<file path="src/rtl/jtag_idcode_reader.sv">
// JTAG host that walks a TAP through Test-Logic-Reset into Shift-DR, reads the
// DR_LEN-bit IDCODE LSB first, and then parks the TAP in Run-Test/Idle.
module jtag_idcode_reader #(
    parameter int                CLK_DIV     = 1,
    parameter int                DR_LEN      = 32,
    parameter logic [DR_LEN-1:0] EXPECTED_ID = 32'h1000_1003
) (
    input  logic              CLK,
    input  logic              TRST,
    input  logic              start,
    input  logic              TDO_I,
    output logic              TCK_O,
    output logic              TMS_O,
    output logic              TDI_O,
    output logic              busy,
    output logic              done,
    output logic [DR_LEN-1:0] idcode,
    output logic              id_valid,
    output logic              id_match
);

    typedef enum logic [3:0] {
        S_IDLE, S_RESET, S_GO_IDLE, S_SEL_DR, S_CAPTURE,
        S_ENTER_SH, S_SHIFT, S_UPDATE, S_RETURN, S_DONE
    } state_t;

    localparam int                DIV_W      = (CLK_DIV > 1) ? $clog2(CLK_DIV) : 1;
    localparam logic [DIV_W-1:0]  DIV_LAST   = DIV_W'(CLK_DIV - 1);
    localparam int                CNT_W      = (DR_LEN > 8) ? $clog2(DR_LEN) : 3;
    localparam logic [CNT_W-1:0]  RESET_LAST = CNT_W'(4);
    localparam logic [CNT_W-1:0]  SHIFT_LAST = CNT_W'(DR_LEN - 1);

    state_t             state;
    state_t             state_nx;
    logic [DIV_W-1:0]   div_cnt;
    logic [CNT_W-1:0]   bit_cnt;
    logic [DR_LEN-1:0]  shreg;
    logic               accept;
    logic               tick;
    logic               rise;
    logic               fall;
    logic               tms_nx;
    logic               done_nx;

    // A captured value of all-zeros or all-ones means no TAP is driving TDO.
    function automatic logic valid_id(input logic [DR_LEN-1:0] v);
        return v[0] && (v != '1) && (v != '0);
    endfunction

    // A start coinciding with the done pulse is dropped on purpose.
    assign accept = start && !busy && !done;
    assign tick   = busy && (div_cnt == DIV_LAST);
    assign rise   = tick && !TCK_O;
    assign fall   = tick && TCK_O;
    assign TDI_O  = 1'b0;

    always_ff @(posedge CLK or negedge TRST) begin
        if (!TRST) state <= S_IDLE;
        else       state <= state_nx;
    end

    // The FSM advances on TCK rises; the state then names the next rise's TMS.
    always_comb begin
        state_nx = state;
        case (state)
            S_IDLE:     if (accept) state_nx = S_RESET;
            S_RESET:    if (rise && bit_cnt == RESET_LAST) state_nx = S_GO_IDLE;
            S_GO_IDLE:  if (rise) state_nx = S_SEL_DR;
            S_SEL_DR:   if (rise) state_nx = S_CAPTURE;
            S_CAPTURE:  if (rise) state_nx = S_ENTER_SH;
            S_ENTER_SH: if (rise) state_nx = S_SHIFT;
            S_SHIFT:    if (rise && bit_cnt == SHIFT_LAST) state_nx = S_UPDATE;
            S_UPDATE:   if (rise) state_nx = S_RETURN;
            S_RETURN:   if (rise) state_nx = S_DONE;
            S_DONE:     if (fall) state_nx = S_IDLE;
            default:    state_nx = S_IDLE;
        endcase
    end

    always_comb begin
        tms_nx  = TMS_O;
        done_nx = (state == S_DONE) && fall;
        case (state)
            S_RESET:    tms_nx = 1'b1;
            S_GO_IDLE:  tms_nx = 1'b0;
            S_SEL_DR:   tms_nx = 1'b1;
            S_CAPTURE:  tms_nx = 1'b0;
            S_ENTER_SH: tms_nx = 1'b0;
            S_SHIFT:    tms_nx = (bit_cnt == SHIFT_LAST);
            S_UPDATE:   tms_nx = 1'b1;
            S_RETURN:   tms_nx = 1'b0;
            S_DONE:     tms_nx = 1'b0;
            default:    tms_nx = TMS_O;
        endcase
    end

    always_ff @(posedge CLK or negedge TRST) begin
        if (!TRST) begin
            TCK_O    <= 1'b0;
            TMS_O    <= 1'b1;
            busy     <= 1'b0;
            done     <= 1'b0;
            idcode   <= '0;
            id_valid <= 1'b0;
            id_match <= 1'b0;
            div_cnt  <= '0;
            bit_cnt  <= '0;
        end else begin
            done <= done_nx;
            if (accept) begin
                busy    <= 1'b1;
                TCK_O   <= 1'b0;
                TMS_O   <= 1'b1;
                div_cnt <= '0;
                bit_cnt <= '0;
            end else if (busy) begin
                div_cnt <= tick ? '0 : div_cnt + 1'b1;
                if (tick) TCK_O <= ~TCK_O;
                if (fall) TMS_O <= tms_nx;
                if (rise && state == S_RESET)
                    bit_cnt <= (bit_cnt == RESET_LAST) ? '0 : bit_cnt + 1'b1;
                if (rise && state == S_SHIFT && bit_cnt != SHIFT_LAST)
                    bit_cnt <= bit_cnt + 1'b1;
                if (done_nx) begin
                    busy     <= 1'b0;
                    idcode   <= shreg;
                    id_valid <= valid_id(shreg);
                    id_match <= valid_id(shreg) && (shreg == EXPECTED_ID);
                end
            end
        end
    end

    // TDO is taken on the CLK edge that raises TCK, before the TAP reacts.
    always_ff @(posedge CLK) begin
        if (rise && state == S_SHIFT) shreg <= {TDO_I, shreg[DR_LEN-1:1]};
    end

endmodule

</file>
<file path="config.mk">
export PLATFORM = sky130hd
export DESIGN_NAME = jtag_idcode_reader
export DESIGN_NICKNAME = d
export VERILOG_FILES = /design/src/rtl/jtag_idcode_reader.sv
export SDC_FILE = /design/constraint.sdc
export NUM_CORES = 1
export LEC_CHECK = 0
export BUFFER_PORTS_ARGS = -buffer_cell sky130_fd_sc_hd__buf_2
export CORE_ASPECT_RATIO = 0.75
export CORE_MARGIN = 2
export CORE_UTILIZATION = 43
export DETAILED_ROUTE_END_ITERATION = 7
export PLACE_DENSITY = 0.71
export RECOVER_POWER = 25
export SLEW_MARGIN = 20
export SYNTH_ARGS = -nofsm -noshare
export SYNTH_HDL_FRONTEND = slang
export SYNTH_SLANG_ARGS = --single-unit
</file>
<file path="constraint.sdc">
create_clock -name CLK -period 6.5 [get_ports CLK]
set_clock_uncertainty 0.05 [all_clocks]
set_input_delay 0.325 -clock CLK [delete_from_list [all_inputs] [get_ports CLK]]
set_output_delay 0.325 -clock CLK [all_outputs]
set_load 0.05 [all_outputs]
</file>
==> results.md, run 1 <==
| Step | Parameter | Value |
|---|---|---|
| hold path | Worst hold stages | 1 |
| worst setup path | Worst-case register-to-register setup slack | 4.42 ns |
| worst setup path | Startpoint of the worst register-to-register path | bit_cnt[1] |
| routing | Total vias in the final route | 1,931 |
| grt | Initial antenna violation count | 0 |
| pwr | Leakage power figure | 1.62 nW |
| worst setup path | Delay of the slowest cell on the worst path | 1.81 ns |
| sta | Endpoints failing setup | 0 |
| worst setup path | Critical path arrival | 2.68 ns |
| clock network | CTS Sinks | 80 |
| pwr | Switching part of the total | 40.4% |
| pwr | Combinational Power Share | 34.9% |
| routing | Final routed DRC violation total | 0 |
| clock network | Setup fix buffers added after clock tree synthesis | 0 |
| synthesis | Top_reg_cell synth | dfrtp_1 |
| worst setup path | Depth of the most critical reg-to-reg path | 6 |
| floorplan | Top-Level Pins | 43 |
| floorplan | Starting density of the core | 43.7% |
| cells and area | Nets | 272 |
| floorplan | Overall die height | 78.4 µm |
| routing | Drt wl/cell | 15.2 µm |
| worst setup path | Cell-by-cell listing of the critical path | dlygate4sd3_1 > clkbuf_1 |
| routing | Drt first pass iters | 4 |
| placed design | Placed wire-length estimate | 3740 µm |
| synthesis | Post-Synthesis Cell Area | 0.00318 mm² |
| clock network | Maximum level of the CTS H-tree | 3 |
| routing | Number of violations reported at the end of detailed-routing iteration 0 | 111 |
| sta | Pin slew with the least headroom to its limit | 2.57 ns |
| synthesis | Sequential share of the synthesized area | 68.1% |
| floorplan | Die area | 0.00810 mm² |
| synthesis | Number of synthesized flops with an enable pin | 32 |
| synthesis | Fraction of registers with async set or reset after synthesis | 60.0% |
| pwr | Net load switching power | 0.682 mW |
| grt | Combined global-route utilization of all metal layers | 15.2% |
| worst setup path | Critical Path End Type | async pin |
| synthesis | Flop and latch count out of synthesis | 80 |
| cells and area | Total inserted antenna cells | 0 |
| cells and area | Most frequent cells in the layout | dfrtp_1, buf_2, edfxtp_1 |
| cells and area | Commonest non-fill, non-tap cell in the layout | dfrtp_1 |
| worst setup path | Highest net fanout along the worst path | 48 |
| pwr | Int Power | 1.01 mW |
| routing | Via density | 5.20 |
| sta | Slew Limit Headroom | -71.0% |
| synthesis | Cell accounting for the most synthesized area | dfrtp_1 |
| worst setup path | Worst EP required | 6.35 ns |
| floorplan | Die Width | 103 µm |
| clock network | Number of gates resized after cts | 0 |
| clock network | CTS Hold Buffers Added | 0 |
| hold path | Class of the tightest hold or removal check | input pin to flop |
| hold path | Endpoint of the worst hold path | shreg[31] |
| worst setup path | Family with the most delay on the worst path | buffers and inverters |
| run status | Status | complete, but fails checks |
| synthesis | Mapped Cells | 218 |
| grt | Largest net degree at the start of global routing | 49 |
| cells and area | Fin cells | 371 |
| synthesis | Post-synth top area share | 37.0% |
| worst setup path | Worst setup SP type | input pin |
| floorplan | Core Box Area | 0.00726 mm² |
| sta | RSZ-0062 raised after global routing | false |
| clock network | Clock buffers created by TritonCTS | 9 |
| floorplan | Number of placement rows | 27 |
| sta | Final TNS setup | 0 ns |
| placed design | Final Wtd Congestion | 0.794 |
| grt | Wire length of the first global-routing pass | 9230 µm |
| synthesis | Mean Syn Cell Area | 14.6 µm² |
| clock network | Clock tree from TritonCTS | done |
| placed design | Buffers on Ports | 41 |
| clock network | Later-pin clock latency in the skew report | 0.34 ns |
| clock network | Clock slew at the register clock pins of the worst setup and hold paths | 0.08 ns |
| sta | Final count of hold timing violations | 0 |
| grt | Grt total ovfl | 0 |
| synthesis | Number of nets in the synthesized netlist | 225 |
| pwr | Clk network pwr share | 22.0% |
| synthesis | Top post-synthesis cells by area | dfrtp_1, edfxtp_1, mux2_1 |
| sta | Maximum achievable frequency | 0.353 GHz |
| pwr | Worst VDD drop | 243 µV |
| sta | Final period utilization | 43.5% |
| worst setup path | Count of buffering cells on the critical path with inverters included | 2 |
| routing | Detailed-route wire length | 5640 µm |
| synthesis | Synth warn | 0 |
| worst setup path | Endpoint of the most critical register-to-register path | bit_cnt[3] |
| run status | Violated checks | capacitance limit, slew limit |
| sta | Clock period minus final worst setup slack | 2.83 ns |
| grt | Via count of the first global-routing pass | 1,834 |
| worst setup path | Setup Crit Path Kind | input pin to async pin |
| routing | Final antenna-violating net count | 0 |
| flow run | Max-Cap Viols | 1 |
| pwr | Power per cell area | 457 mW/mm² |
| cells and area | Share of layout cells above drive strength 1 | 25.9% |
| clock network | CTS Root Buffer Type | clkbuf_8 |
| hold path | Hold_sp | TDO_I |
| placed design | Number of placed cells counting well taps | 354 |
| cells and area | Area growth from synthesis to final layout | 16.4% |
| pwr | Power share of the sequential group | 43.1% |
| sta | Number of slew-limit violations in the final report | 49 |
| clock network | Buffer depth of the longest clock path | 2 |
| synthesis | Post-synthesis cell type count | 45 |
| worst setup path | CP max stage cell | clkbuf_1 |
## flip-flops by register name (all words and copies together) (netlist names), 4 cells and up
signal,flops
state,4
bit_cnt,5
idcode,32
shreg,32
## metal layers
metal / wire (µm) / vias to the layer above / track usage, % / part of all wire [%]
met4: 27 / 0 / 4.08 / 0.48
li1: - / 917 / - / -
met1: 2800 / 972 / 22.3 / 50
met3: 234 / 2 / 5.61 / 4.1
met5: 0 / - / 0 / 0
met2: 2580 / 40 / 21.3 / 46
## cells by family after synthesis
| group | after synthesis | synth area share (%) |
|---|---|---|
| buffers and inverters | 13 | 2.05 |
| xor gates and xnor gates | 1 | 0.276 |
| muxes | 33 | 11.7 |
| and+or+nand+nor | 60 | 11.3 |
| other | 1 | 0.118 |
| adders and majority gates | 3 | 1.18 |
| DFF | 80 | 68.1 |
| AOI/OAI and AO/OA | 27 | 5.24 |
## through the flow
step	total power [mW]	util, %	instance area (µm²)	hold WS [ns]	setup slack [ns]
2_1_floorplan	1.20	-	3180	-0.0206	3.49
3_3_place_gp	1.31	47.9	3480	0.419	4.50
3_5_place_dp	1.33	47.9	3480	0.414	4.44
4_1_cts	1.71	50.8	3690	0.0800	4.42
5_1_grt	1.78	50.9	3700	0.0831	3.11
6_report	1.69	50.9	3700	0.103	3.67
## power groups by stage
stage	logic, mW	registers [mW]	clock network [mW]
floorplan	0.217	0.987	0
global placement	0.581	0.734	0
detailed placement	0.589	0.738	0
CTS	0.594	0.729	0.385
global route	0.631	0.744	0.404
finish	0.589	0.728	0.372
## worst reg2reg max path, cell delays in order, from the launching register on
cell and delay [ns]:
dfrtp_1 0.43, ha_1 0.23, and3_1 0.19, ha_1 0.22, o31a_1 0.32, or4_1 0.46
o21ai_1 0.12
## cells in the mapped netlist, types with 2 or more instances
cell and number:
nor3_1 2, nand2b_1 2, or4_1 4, a21oi_1 7
buf_2 4, o21ai_0 8, mux2_2 8, inv_1 5
a22o_1 2, mux2_1 25, nand4_1 9, ha_1 3
o21a_1 2, nand2_1 9, a31oi_1 2, nor4_1 7
dfrtp_1 47, nor2_1 8, edfxtp_1 32, and2_1 2
and3_1 2, clkbuf_1 2, nand3_1 3, nor2b_1 2
## final cells by class
cell class / count / area (µm²)
Clock buffer: 12 / 155
Clock inverter: 4 / 53.8
Tap cell: 101 / 126
Timing Repair Buffer: 44 / 229
Inverter: 5 / 18.8
Multi-Input combinational cell: 125 / 951
Fill cell: 644 / 3570
Sequential cell: 80 / 2160
## worst max-delay path by stage
| stage | from | to | slack, ns | cells past startpoint |
|---|---|---|---|---|
| floorplan | TCK_O | shreg[0] | 3.49 | 3 |
| global placement | bit_cnt[0] | bit_cnt[3] | 4.50 | 6 |
| detailed placement | bit_cnt[1] | bit_cnt[3] | 4.44 | 6 |
| CTS | bit_cnt[1] | bit_cnt[3] | 4.42 | 6 |
| global route | TRST | bit_cnt[3] | 3.11 | 2 |
| finish | TRST | bit_cnt[3] | 3.67 | 2 |
Power figures use the tool's default switching activity.
==> run 2, diff against run 1 <==
PLACE_DENSITY = 0.74   (was 0.71)
clock period = 2.3 ns   (was 6.5 ns; I/O delays follow)
==> run 2 against run 1 <==
The run now ends clean. Wire length is 0.23% lower. Cell count is 0.81% higher. Hold slack worse by 0.081 ns. Die area stayed put. Cell area is 0.68% higher. Flip-flop and latch count stayed put. Via count is 0.36% higher. Critical path depth is 4 higher. Critical endpoint unchanged. Largest cell class unchanged.
==> results.md, run 2 (synthesis results as in run 1) <==
| Step | Parameter | Value |
|---|---|---|
| run status | Status | completed |
| placed design | Placed wire-length estimate | 3890 µm |
| sta | Number of slew-limit violations in the final report | 0 |
| clock network | CTS Sinks | 80 |
| cells and area | Final Instance Area | 0.00372 mm² |
| cells and area | Total inserted antenna cells | 0 |
| worst setup path | Critical path arrival | 2.29 ns |
| floorplan | Starting density of the core | 43.7% |
| routing | Drt wl/cell | 15.1 µm |
| worst setup path | Worst Setup SP | bit_cnt[1] |
| sta | Clock period minus final worst setup slack | 2.07 ns |
| routing | Total vias in the final route | 1,938 |
| hold path | Class of the tightest hold or removal check | input pin to flop |
| clock network | Setup fix buffers added after clock tree synthesis | 0 |
| clock network | Number of gates resized after cts | 0 |
| pwr | Power share of the sequential group | 43.7% |
| routing | Via density | 5.18 |
| placed design | Buffers on Ports | 41 |
| pwr | Combinational Power Share | 35.4% |
| pwr | Net load switching power | 1.90 mW |
| cells and area | Final Util | 51.2% |
| grt | Combined global-route utilization of all metal layers | 15.2% |
| sta | Final period utilization | 90.2% |
| routing | Detailed-route wire length | 5630 µm |
| worst setup path | Startpoint of the worst register-to-register path | bit_cnt[1] |
| floorplan | Die area | 0.00810 mm² |
| floorplan | Die Width | 103 µm |
| routing | Final antenna-violating net count | 0 |
| placed design | Final Wtd Congestion | 0.867 |
| cells and area | Area growth from synthesis to final layout | 17.2% |
| clock network | CTS Root Buffer Type | clkbuf_8 |
| sta | Final count of hold timing violations | 0 |
| cells and area | Share of layout cells above drive strength 1 | 25.6% |
| hold path | Hold_sp | start |
| worst setup path | Worst EP required | 2.52 ns |
| pwr | Power per cell area | 1270 mW/mm² |
| clock network | Clock tree from TritonCTS | done |
| grt | Largest net degree at the start of global routing | 33 |
| clock network | Maximum level of the CTS H-tree | 3 |
| grt | Grt total ovfl | 0 |
| pwr | Leakage power figure | 1.63 nW |
| clock network | Later-pin clock latency in the skew report | 0.34 ns |
| worst setup path | Highest net fanout along the worst path | 4 |
| pwr | Switching part of the total | 40.3% |
| sta | RSZ-0062 raised after global routing | false |
| grt | Wire length of the first global-routing pass | 9180 µm |
| clock network | Buffer depth of the longest clock path | 2 |
| pwr | Int Power | 2.82 mW |
| clock network | Clock slew at the register clock pins of the worst setup and hold paths | 0.07 ns |
| pwr | Worst VDD drop | 637 µV |
| routing | Final routed DRC violation total | 0 |
| clock network | Clock buffers created by TritonCTS | 9 |
| cells and area | Commonest non-fill, non-tap cell in the layout | dfrtp_1 |
| routing | Number of violations reported at the end of detailed-routing iteration 0 | 98 |
| floorplan | Core Box Area | 0.00726 mm² |
| floorplan | Number of placement rows | 27 |
| cells and area | Most frequent cells in the layout | dfrtp_1, buf_2, edfxtp_1 |
| routing | Drt first pass iters | 4 |
| sta | Pin slew with the least headroom to its limit | 1.03 ns |
| sta | Maximum achievable frequency | 0.482 GHz |
| sta | Endpoints failing setup | 0 |
| sta | Slew Limit Headroom | 31.4% |
| sta | Final TNS setup | 0 ns |
| floorplan | Overall die height | 78.4 µm |
| worst setup path | Setup Crit Path Kind | flop to flop |
| worst setup path | Critical Path End Type | flop |
| placed design | Instance area after placement | 0.00351 mm² |
| cells and area | Nets | 275 |
| flow run | Max-Cap Viols | 0 |
| cells and area | Largest registers | idcode: 32 flops, shreg: 32 flops, bit_cnt: 5 flops |
| floorplan | Top-Level Pins | 43 |
| cells and area | Count of fill cells added during filler insertion | 639 |
| pwr | Clk network pwr share | 20.9% |
| clock network | CTS Hold Buffers Added | 2 |
| grt | Via count of the first global-routing pass | 1,804 |
| grt | Initial antenna violation count | 0 |
| worst setup path | Worst setup SP type | flop |
## run 2: power groups by stage
| stage | logic (mW) | registers (mW) | clock network, mW |
|---|---|---|---|
| floorplan | 0.620 | 2.79 | 0 |
| global placement | 1.65 | 2.07 | 0 |
| detailed placement | 1.67 | 2.09 | 0 |
| CTS | 1.68 | 2.06 | 1.02 |
| global route | 1.77 | 2.11 | 1.08 |
| finish | 1.67 | 2.06 | 0.986 |
## run 2: final timing paths
check	depth (start not counted)	end	slack, ns
min in group asynchronous	2	busy	0.42
worst max register to register	6	bit_cnt[3]	0.23
worst max-delay path	6	bit_cnt[3]	0.23
worst min-delay path	3	TMS_O	0.02
worst min register to register	1	idcode[28]	0.44
max in group asynchronous	3	idcode[23]	0.79
## run 2: worst max-delay path, stage by stage, from the launching register on
cell and delay [ns]:
dfrtp_1 0.41, ha_1 0.22, and3_1 0.19, ha_1 0.22, o31a_1 0.32, or4_1 0.47, o21ai_1 0.13
## run 2: through the flow
stage | cells | hold WS (ns) | total power, mW | setup slack, ns
2_1_floorplan | 218 | -0.231 | 3.41 | 0.154
3_3_place_gp | 356 | 0.0233 | 3.72 | 0.300
3_5_place_dp | 356 | 0.0319 | 3.76 | 0.223
4_1_cts | 374 | 0.0118 | 4.76 | 0.218
5_1_grt | 374 | 0.0242 | 4.96 | 0.102
6_report | 374 | 0.0225 | 4.72 | 0.226
## run 2: metal layers
metal | global-route usage (%) | up-vias | wire length (µm)
li1 | - | 927 | -
met1 | 22.3 | 944 | 2710
met2 | 20.7 | 56 | 2540
met3 | 4.63 | 11 | 253
met4 | 6.58 | 0 | 123
met5 | 0 | - | 0
## run 2: cell type report
type | count | area [µm²] | share of cell area (%)
Inverter | 5 | 18.8 | 0.504
Timing Repair Buffer | 47 | 267 | 7.16
Multi-Input combinational cell | 125 | 956 | 25.7
Clock inverter | 4 | 46.3 | 1.24
Clock buffer | 12 | 145 | 3.90
Tap cell | 101 | 126 | 3.39
Sequential cell | 80 | 2160 | 58.1
